File: src/rtl/reg_wr_arbiter_amisha_pkg.sv
// Shared types and defaults for the round-robin register write arbiter.
// The optional lock feature is controlled by the ARB_LOCK_EN macro in the top module.
package reg_wr_arb_pkg_amisha;

    localparam int DEF_N        = 4;
    localparam int DEF_WIDTH    = 8;
    localparam int DEF_LOCK_MAX = 4;
    localparam int DEF_PTR_W    = $clog2(DEF_N);

    typedef enum logic [1:0] {
        IDLE  = 2'd0,
        GRANT = 2'd1,
        LOCK  = 2'd2
    } arb_state_e;

endpackage

File: src/rtl/reg_wr_arbiter_amisha_if.sv
// Request/grant bundle between the requesting stages (master) and the arbiter (slave).
interface reg_wr_arbiter_amisha_if
    import reg_wr_arb_pkg_amisha::*;
#(
    parameter int N     = DEF_N,
    parameter int WIDTH = DEF_WIDTH
);
    logic [N-1:0]       req_amisha;
    logic [N*WIDTH-1:0] wdata_amisha;
    logic [N-1:0]       lock_amisha;
    logic [N-1:0]       gnt_amisha;
    logic [WIDTH-1:0]   q_amisha;
    logic               busy_amisha;

    modport master (
        output req_amisha, wdata_amisha, lock_amisha,
        input  gnt_amisha, q_amisha, busy_amisha
    );

    modport slave (
        input  req_amisha, wdata_amisha, lock_amisha,
        output gnt_amisha, q_amisha, busy_amisha
    );
endinterface

File: src/rtl/reg_wr_arbiter_amisha_en_cell.sv
// Shared storage: WIDTH-bit register with synchronous active-low reset and a load enable.
module reg_en_cell_amisha #(
    parameter int WIDTH = 8
) (
    input  logic             clk_amisha,
    input  logic             reset_n_amisha,
    input  logic             en,
    input  logic [WIDTH-1:0] d,
    output logic [WIDTH-1:0] q
);
    // NOTE: reset is sampled on the clock edge, so it sits inside the clocked branch,
    // and all state uses non-blocking assignment to avoid ordering races between flops.
    always_ff @(posedge clk_amisha) begin
        if (!reset_n_amisha) begin
            q <= '0;
        end else if (en) begin
            q <= d;
        end
    end
endmodule

File: src/rtl/reg_wr_arbiter_amisha.sv
// Round-robin write arbiter owning a single shared register; define ARB_LOCK_EN to
// compile in the LOCK state that holds a grant for up to LOCK_MAX cycles.
module reg_wr_arbiter_amisha
    import reg_wr_arb_pkg_amisha::*;
#(
    parameter int N        = DEF_N,
    parameter int WIDTH    = DEF_WIDTH,
    parameter int LOCK_MAX = DEF_LOCK_MAX
) (
    input logic                    clk_amisha,
    input logic                    reset_n_amisha,
    reg_wr_arbiter_amisha_if.slave bus
);
    localparam int PTR_W = (N > 1) ? $clog2(N) : 1;

    arb_state_e       state;
    logic [N-1:0]     gnt;
    logic [N-1:0]     cand;
    logic [PTR_W-1:0] ptr;
    logic [PTR_W-1:0] idx;
    logic [PTR_W-1:0] win;
    logic             found;
    logic             hold;
    logic             busy;
    logic [WIDTH-1:0] wsel;

`ifdef ARB_LOCK_EN
    localparam int CNT_W = $clog2(LOCK_MAX + 1);
    logic [CNT_W-1:0] lock_cnt;
`else
    logic unused_lock;
    assign unused_lock = ^bus.lock_amisha;
`endif

    // The current grantee is masked so it can never win two grants in a row.
    assign cand = bus.req_amisha & ~gnt;

    always_comb begin
        found = 1'b0;
        win   = '0;
        for (int k = 0; k < N; k++) begin
            if (!found && cand[(int'(ptr) + k) % N]) begin
                found = 1'b1;
                win   = PTR_W'((int'(ptr) + k) % N);
            end
        end
    end

    always_comb begin
        hold = 1'b0;
`ifdef ARB_LOCK_EN
        if (state == GRANT) begin
            hold = bus.lock_amisha[idx] && (LOCK_MAX > 1);
        end else if (state == LOCK) begin
            hold = bus.lock_amisha[idx] && (lock_cnt != CNT_W'(LOCK_MAX - 1));
        end
`endif
    end

    always_ff @(posedge clk_amisha) begin
        if (!reset_n_amisha) begin
            state <= IDLE;
            gnt   <= '0;
            ptr   <= '0;
            idx   <= '0;
`ifdef ARB_LOCK_EN
            lock_cnt <= '0;
`endif
        end else if (hold) begin
`ifdef ARB_LOCK_EN
            state    <= LOCK;
            lock_cnt <= lock_cnt + 1'b1;
`endif
        end else begin
`ifdef ARB_LOCK_EN
            lock_cnt <= '0;
`endif
            if (found) begin
                state <= GRANT;
                gnt   <= N'(1) << win;
                idx   <= win;
                ptr   <= (win == PTR_W'(N - 1)) ? '0 : win + 1'b1;
            end else begin
                state <= IDLE;
                gnt   <= '0;
            end
        end
    end

    assign busy = (state != IDLE);
    assign wsel = bus.wdata_amisha[idx*WIDTH +: WIDTH];

    reg_en_cell_amisha #(.WIDTH(WIDTH)) u_cell (
        .clk_amisha     (clk_amisha),
        .reset_n_amisha (reset_n_amisha),
        .en             (busy),
        .d              (wsel),
        .q              (bus.q_amisha)
    );

    assign bus.gnt_amisha  = gnt;
    assign bus.busy_amisha = busy;
endmodule

File: src/flat_wrapper.sv
// flat-port wrapper written by rule: the top's interface ports become plain ports
module reg_wr_arbiter_amisha_flat import reg_wr_arb_pkg_amisha::*;
#(
    parameter int N        = DEF_N,
    parameter int WIDTH    = DEF_WIDTH,
    parameter int LOCK_MAX = DEF_LOCK_MAX
)
  (clk_amisha, reset_n_amisha, bus_req_amisha, bus_wdata_amisha, bus_lock_amisha, bus_gnt_amisha, bus_q_amisha, bus_busy_amisha);
  reg_wr_arbiter_amisha_if #(.N(N), .WIDTH(WIDTH)) bus_i ();
  input logic clk_amisha;
  input logic reset_n_amisha;
  input wire logic [$bits(bus_i.req_amisha)-1:0] bus_req_amisha;
  input wire logic [$bits(bus_i.wdata_amisha)-1:0] bus_wdata_amisha;
  input wire logic [$bits(bus_i.lock_amisha)-1:0] bus_lock_amisha;
  output wire logic [$bits(bus_i.gnt_amisha)-1:0] bus_gnt_amisha;
  output wire logic [$bits(bus_i.q_amisha)-1:0] bus_q_amisha;
  output wire logic [$bits(bus_i.busy_amisha)-1:0] bus_busy_amisha;
  assign bus_i.req_amisha = bus_req_amisha;
  assign bus_i.wdata_amisha = bus_wdata_amisha;
  assign bus_i.lock_amisha = bus_lock_amisha;
  assign bus_gnt_amisha = bus_i.gnt_amisha;
  assign bus_q_amisha = bus_i.q_amisha;
  assign bus_busy_amisha = bus_i.busy_amisha;
  reg_wr_arbiter_amisha #(.N(N), .WIDTH(WIDTH), .LOCK_MAX(LOCK_MAX)) u_core (.clk_amisha(clk_amisha), .reset_n_amisha(reset_n_amisha), .bus(bus_i));
endmodule
File: config.mk
export PLATFORM = sky130hd
export DESIGN_NAME = reg_wr_arbiter_amisha_flat
export DESIGN_NICKNAME = d
export VERILOG_FILES = /design/src/rtl/reg_wr_arbiter_amisha_pkg.sv /design/src/rtl/reg_wr_arbiter_amisha_if.sv /design/src/rtl/reg_wr_arbiter_amisha_en_cell.sv /design/src/rtl/reg_wr_arbiter_amisha.sv /design/src/flat_wrapper.sv
export SDC_FILE = /design/constraint.sdc
export NUM_CORES = 1
export LEC_CHECK = 0
export ABC_AREA = 1
export CORE_ASPECT_RATIO = 0.7
export CORE_MARGIN = 1.5
export CORE_UTILIZATION = 37
export CTS_CLUSTER_SIZE = 25
export DETAILED_ROUTE_END_ITERATION = 8
export HOLD_SLACK_MARGIN = 0.06
export PLACE_DENSITY = 0.76
export SLEW_MARGIN = 20
export SYNTH_ARGS = -nofsm -noshare
export SYNTH_HDL_FRONTEND = slang
export SYNTH_SLANG_ARGS = --single-unit
File: constraint.sdc
create_clock -name clk_amisha -period 1.5 [get_ports clk_amisha]
set_input_delay 0.375 -clock clk_amisha [delete_from_list [all_inputs] [get_ports clk_amisha]]
set_output_delay 0.375 -clock clk_amisha [all_outputs]
set_load 0.005 [all_outputs]
* Word level (Yosys, flattened, before mapping)
Cells that the tools add are included.
** Operators by class
- $add $sub $neg :: 4
- Multiply operators :: 0
- Divide/modulo/power cells :: 0
- $lt $le $gt $ge :: 4
- Eq/ne operators :: 1
- Shifts and indexed selects :: 2
- Mux-type cells :: 21
- Bitwise gates (word level) :: 5
- Reduce and logical (&&, ||, !) cells :: 11
** Operators with widths (count)
- 32-bit by 6-bit indexed part select with 8-bit output :: 1
- 3-bit by 4-bit < comparator with 1-bit output, second input constant :: 3
- 1-bit two-way mux :: 12
- 2-bit two-way mux :: 5
- 1-bit binary-select mux with 2-bit select :: 4
- 2-bit OR reduction :: 3
- 2-bit by 1-bit adder with 2-bit output, second input constant :: 2
- 2-bit adder, second input constant :: 2
- 4-bit AND :: 1
- 4-bit inverter :: 1
- 1-bit by 2-bit << shifter with 4-bit output, first input constant :: 1
- 1-bit AND, first input constant :: 3
- 1-bit logical AND :: 3
- 1-bit logical NOT :: 3
- 2-bit by 3-bit < comparator with 1-bit output, second input constant :: 1
- 2-bit == test, second input constant :: 1
- 2-bit AND reduction :: 1
- 2-bit nonzero test :: 1
** Word-level totals
- Register bits :: 18
- Bits in latches :: 0
- Memory bits (writable) :: 0
- Bits in read-only memories :: 0
- Input port bits :: 42
- Output and inout port bits :: 13
- Logic and storage cells :: 53
- Memories :: 0

* Logic depth before layout (Yosys ltp)
- Depth in word-level cells :: 16
- Gate-level depth with buffers :: 14

* By module
Synthesis repeated with hierarchy kept, for this count alone.
** Unflattened totals
- Cell total of the unflattened synthesis :: 184
- Area total of the unflattened synthesis :: 1184.9 µm²
** Modules (own cells, without submodules)
- reg_wr_arbiter_amisha :: times used 1, cells each 133, area each 828.3 µm², seq. area each 180.2 µm²
- reg_en_cell_amisha :: times used 1, cells each 51, area each 356.6 µm², seq. area each 160.2 µm²

* Worst setup path before layout
Ideal clock, no wire load.
- Kind :: flip-flop to flip-flop
- From :: reg u_core.ptr[0]
- To :: reg u_core.ptr[1]
- Setup time :: 0.120 ns
- Arrival time :: 1.249 ns
- Path slack :: 0.132 ns
- Cell stages (with the launch flop) :: 14
- Period minus slack after synthesis :: 1.368 ns
- Cell sequence :: dfxtp_1 > buf_6 > inv_8 > nand2_2 > nand2_2 > nand3_2 > nand2_4 > nand2_4 > nand3_2 > nand3_4 > nand2_2 > nand2_1 > nor2_1 > nor2_1
** Between the ends
- Word-level cells in the longest chain between the ends :: 14
** RTL lines
- from (decl) :: RTL line reg_wr_arbiter_amisha.sv:19 : logic [PTR_W-1:0] ptr;
- from (signal assigned) :: RTL line reg_wr_arbiter_amisha.sv:82 : ptr <= (win == PTR_W'(N - 1)) ? '0 : win + 1'b1;
- 2-bit by 1-bit adder with 2-bit output / 1-bit binary-select mux with 2-bit select (equally long branches) :: RTL line reg_wr_arbiter_amisha.sv:42, reg_wr_arbiter_amisha.sv:44
- 1-bit binary-select mux with 2-bit select / 1-bit two-way mux (equally long branches) :: RTL line reg_wr_arbiter_amisha.sv:42 : if (!found && cand[(int'(ptr) + k) % N]) begin
- 1-bit two-way mux (not written as such) :: RTL line reg_wr_arbiter_amisha.sv:42
- 1-bit two-way mux (not written as such) / 1-bit logical NOT (equally long branches) :: RTL line reg_wr_arbiter_amisha.sv:42
- 1-bit logical AND :: RTL line reg_wr_arbiter_amisha.sv:42
- 1-bit two-way mux :: RTL line reg_wr_arbiter_amisha.sv:42
- 1-bit logical NOT :: RTL line reg_wr_arbiter_amisha.sv:42
- 1-bit logical AND :: RTL line reg_wr_arbiter_amisha.sv:42
- 1-bit two-way mux :: RTL line reg_wr_arbiter_amisha.sv:42
- 1-bit logical NOT :: RTL line reg_wr_arbiter_amisha.sv:42
- 1-bit logical AND :: RTL line reg_wr_arbiter_amisha.sv:42
- 2-bit two-way mux :: RTL line reg_wr_arbiter_amisha.sv:42
- 2-bit by 1-bit adder with 2-bit output / 2-bit == test (equally long branches) :: RTL line reg_wr_arbiter_amisha.sv:82
- 2-bit two-way mux :: RTL line reg_wr_arbiter_amisha.sv:82
Parallel ways exist; a longest one is shown, timed or not. The select of a mux whose other input is x is not followed.
A chain may end at the register's enable or synchronous reset.

* Worst setup path in the final report
Same ends and word-level chain as after synthesis.

==> results.json <==
{
  "status": "finished with violations",
  "violations": "negative setup slack",
  "vias": 1310,
  "cts_sinks": 17,
  "drt_wl_total_um": 3779,
  "rsz0062_at_grt": "true",
  "relSlewSlack_pct": 83.51,
  "place_congestion": 0.9501,
  "rows": 16,
  "fin_ws_ps": -23.99,
  "remaining_drc_errors": 0,
  "syn_nets": 195,
  "setup_violations": 1,
  "slew_viol_final": 0,
  "grt_overflow": 0,
  "io_buffer_count": 50,
  "clk_pin_slew_ps": 60,
  "fin_util_pct": 68.15,
  "grt_pass1_vias": 1234,
  "peakVddDrop_uv": 1187,
  "synth_cell_type_count": 24,
  "yosysSeqAreaShare_pct": 29.09,
  "period_share_pct": 101.6,
  "area_delta_synth_final_pct": 69.09,
  "cp.arrival_ps": 1670,
  "die_h_um": 50.05,
  "clockBufferDepth": 2,
  "syn_area_per_cell_um2": 7.646,
  "critical_path_required_ps": 1650,
  "clk_latency_ps": 250,
  "p_leak_nw": 0.9079,
  "ios": 55,
  "antenna_found_initial": 0,
  "fin_nets": 260,
  "yosysTopAreaCell": "dfxtp_1",
  "comb_power_share_pct": 69.9,
  "crit_fanout": 8,
  "core_area_mm2": 0.002903,
  "numCtsBuffers": 3,
  "diodes": 0,
  "hold_class": "reg -> reg",
  "clkPwrFrac_pct": 9.5,
  "hold_viol": 0,
  "drive_gt1_share_pct": 29.03,
  "grt.total_usage_pct": 21.59,
  "finalSetupTns_ps": -23.99,
  "via_per_inst": 5.178,
  "layout_min_cycle_time_ps": 1524,
  "clockRootBuffer": "clkbuf_8",
  "critical_path.endpoint_type": "flip-flop",
  "tightest_slew_ps": 247.0,
  "synth_seq_cells": 17,
  "htree_levels": 1,
  "finClkSkew_ps": 1.904,
  "yosysTopAreaCellShare_pct": 29.09,
  "initial_utilization_pct": 40.30,
  "yosys-top-cells-area": "dfxtp_1 (29%), nand3_2 (9.4%), nor2_1 (7.1%)",
  "maxCapViolCount": 0,
  "ant_nets": 0,
  "pwr_density_cell_mw_per_mm2": 1766,
  "hpwl_um": 2689,
  "p_sw_mw": 1.606,
  "netlist_area_mm2": 0.001170,
  "drt_iter0_drc": 84,
  "post_drt_wl_per_cell_um": 14.94,
  "fp.dieArea_mm2": 0.003513,
  "pre_cts_ws_ps": -386.8,
  "ys_warn_count": 0,
  "grt_max_degree": 18,
  "p_int_mw": 1.887,
  "n_fill_cell": 213,
  "dr.pass1.iters": 4,
  "max_freq_mhz": 656.2,
  "switching_share_pct": 45.99,
  "ctsHoldBuffers": 0,
  "crit_type": "reg -> reg",
  "startpoint_type": "flip-flop",
  "grt_pass1_wl_um": 5899,
  "cts_tree": "yes",
  "die_w_um": 70.21,
  "pwr-share-seq_pct": 20.6,
  "synthCells": 153
}
-- path summary, 6_finish.rpt --
check	from	end	slack (ps)	cells after the start
min	u_core.idx[0]$_SDFFE_PN0P_	u_core.idx[0]$_SDFFE_PN0P_	490	2
max	u_core.ptr[0]$_SDFFE_PN0P_	u_core.ptr[1]$_SDFFE_PN0P_	-20	14
max reg2reg	u_core.ptr[0]$_SDFFE_PN0P_	u_core.ptr[1]$_SDFFE_PN0P_	-20	14
min reg2reg	u_core.idx[0]$_SDFFE_PN0P_	u_core.idx[0]$_SDFFE_PN0P_	490	2
-- power groups by stage --
stage	sequential, mW	combinational (mW)	clock (mW)
2_1_floorplan	0.686	1.33	0
3_3_place_gp	0.696	1.94	0
3_5_place_dp	0.707	2.00	0
4_1_cts	0.702	2.18	0.339
5_1_grt	0.734	2.64	0.365
6_report	0.720	2.44	0.332
-- area by class of cell --
cell class / count / area [um2] / area share, %
clock buffers: 4 / 45.04 / 2.277
multi-input cells: 110 / 804.5 / 40.67
repair buffers: 67 / 645.6 / 32.64
well taps: 36 / 45.04 / 2.277
inverters: 19 / 88.84 / 4.491
flip-flops and latches: 17 / 349.1 / 17.65
-- synth_stat cells (all sizes together) --
master / count
a21oi: 4
o221ai: 8
dfxtp: 17
mux2i: 8
clkbuf: 3
a31oi: 1
o21ai: 16
nand4: 3
buf: 4
nand2: 26
inv: 19
a22oi: 1
nor2: 23
nand3: 20
-- routing by layer --
| metal | up-vias | track usage, % | share of wire [%] |
|---|---|---|---|
| met2 | 29 | 36.98 | 50 |
| met4 | 0 | 5.769 | 1.7 |
| met1 | 626 | 27.43 | 44 |
| met5 | - | 0 | 0 |
| met3 | 8 | 4.908 | 3.5 |
| li1 | 647 | - | - |
-- logic make-up (layout without fill, tap and decap cells) --
logic type,Yosys count,after routing,synth area share (%)
mux,8,8,6.845
buf+inv,26,90,10.70
simple gates,72,72,37.22
compound gates,30,30,16.15
flops,17,17,29.09
-- critical path, stage by stage (launching register included) --
cell and delay (ps):
dfxtp_2 340, buf_12 130, clkinv_8 80, nand2_2 60, nand2_2 70, nand3_2 80, nand2_4 90, nand2_4 90
nand2_4 60, nand2_4 70, nand3_4 70, nand2_2 80, nand2_1 60, nor2_1 80, nor2_1 40
-- timing repair --
| item | 4_1_cts | 5_1_grt |
|---|---|---|
| setup endpoints to repair | 7 | 15 |
| pin swaps | 12 | 10 |
| setup buffers | 2 | 3 |
| gates resized for setup | 14 | 21 |
| cloned | 0 | 0 |
-- cell usage in the layout, fill, tap and decap left out, types with 2 or more instances in the layout --
cell,count
a21oi_1,4
nand4_1,2
nand2_4,8
clkdlybuf4s50_1,42
o21ai_0,16
nor2_1,21
dlygate4sd2_1,4
clkbuf_8,3
buf_4,16
nand2_2,9
inv_1,16
nand3_1,7
nand3_4,6
o221ai_1,8
dfxtp_2,4
dfxtp_1,12
dlymetal6s2s_1,4
nand2_1,9
nand3_2,7
mux2i_1,8
-- registers in the layout, indices dropped and copies added, names as in the netlist --
register	count
u_core.idx	2
u_core.u_cell.q	8
u_core.ptr	2
u_core.state	1
u_core.bus.gnt_amisha	4
-- through the flow --
stage | hold WS, ps | cells | power (mW) | cell area [um2]
2_1_floorplan | 505.4 | 153 | 2.013 | 1170
5_1_grt | 496.6 | 253 | 3.735 | 1978
3_3_place_gp | 470.9 | 244 | 2.637 | 1774
6_report | 486.6 | 253 | 3.493 | 1978
4_1_cts | 482.7 | 250 | 3.220 | 1879
3_5_place_dp | 472.6 | 244 | 2.711 | 1774
(Power assumes the default switching activity.)
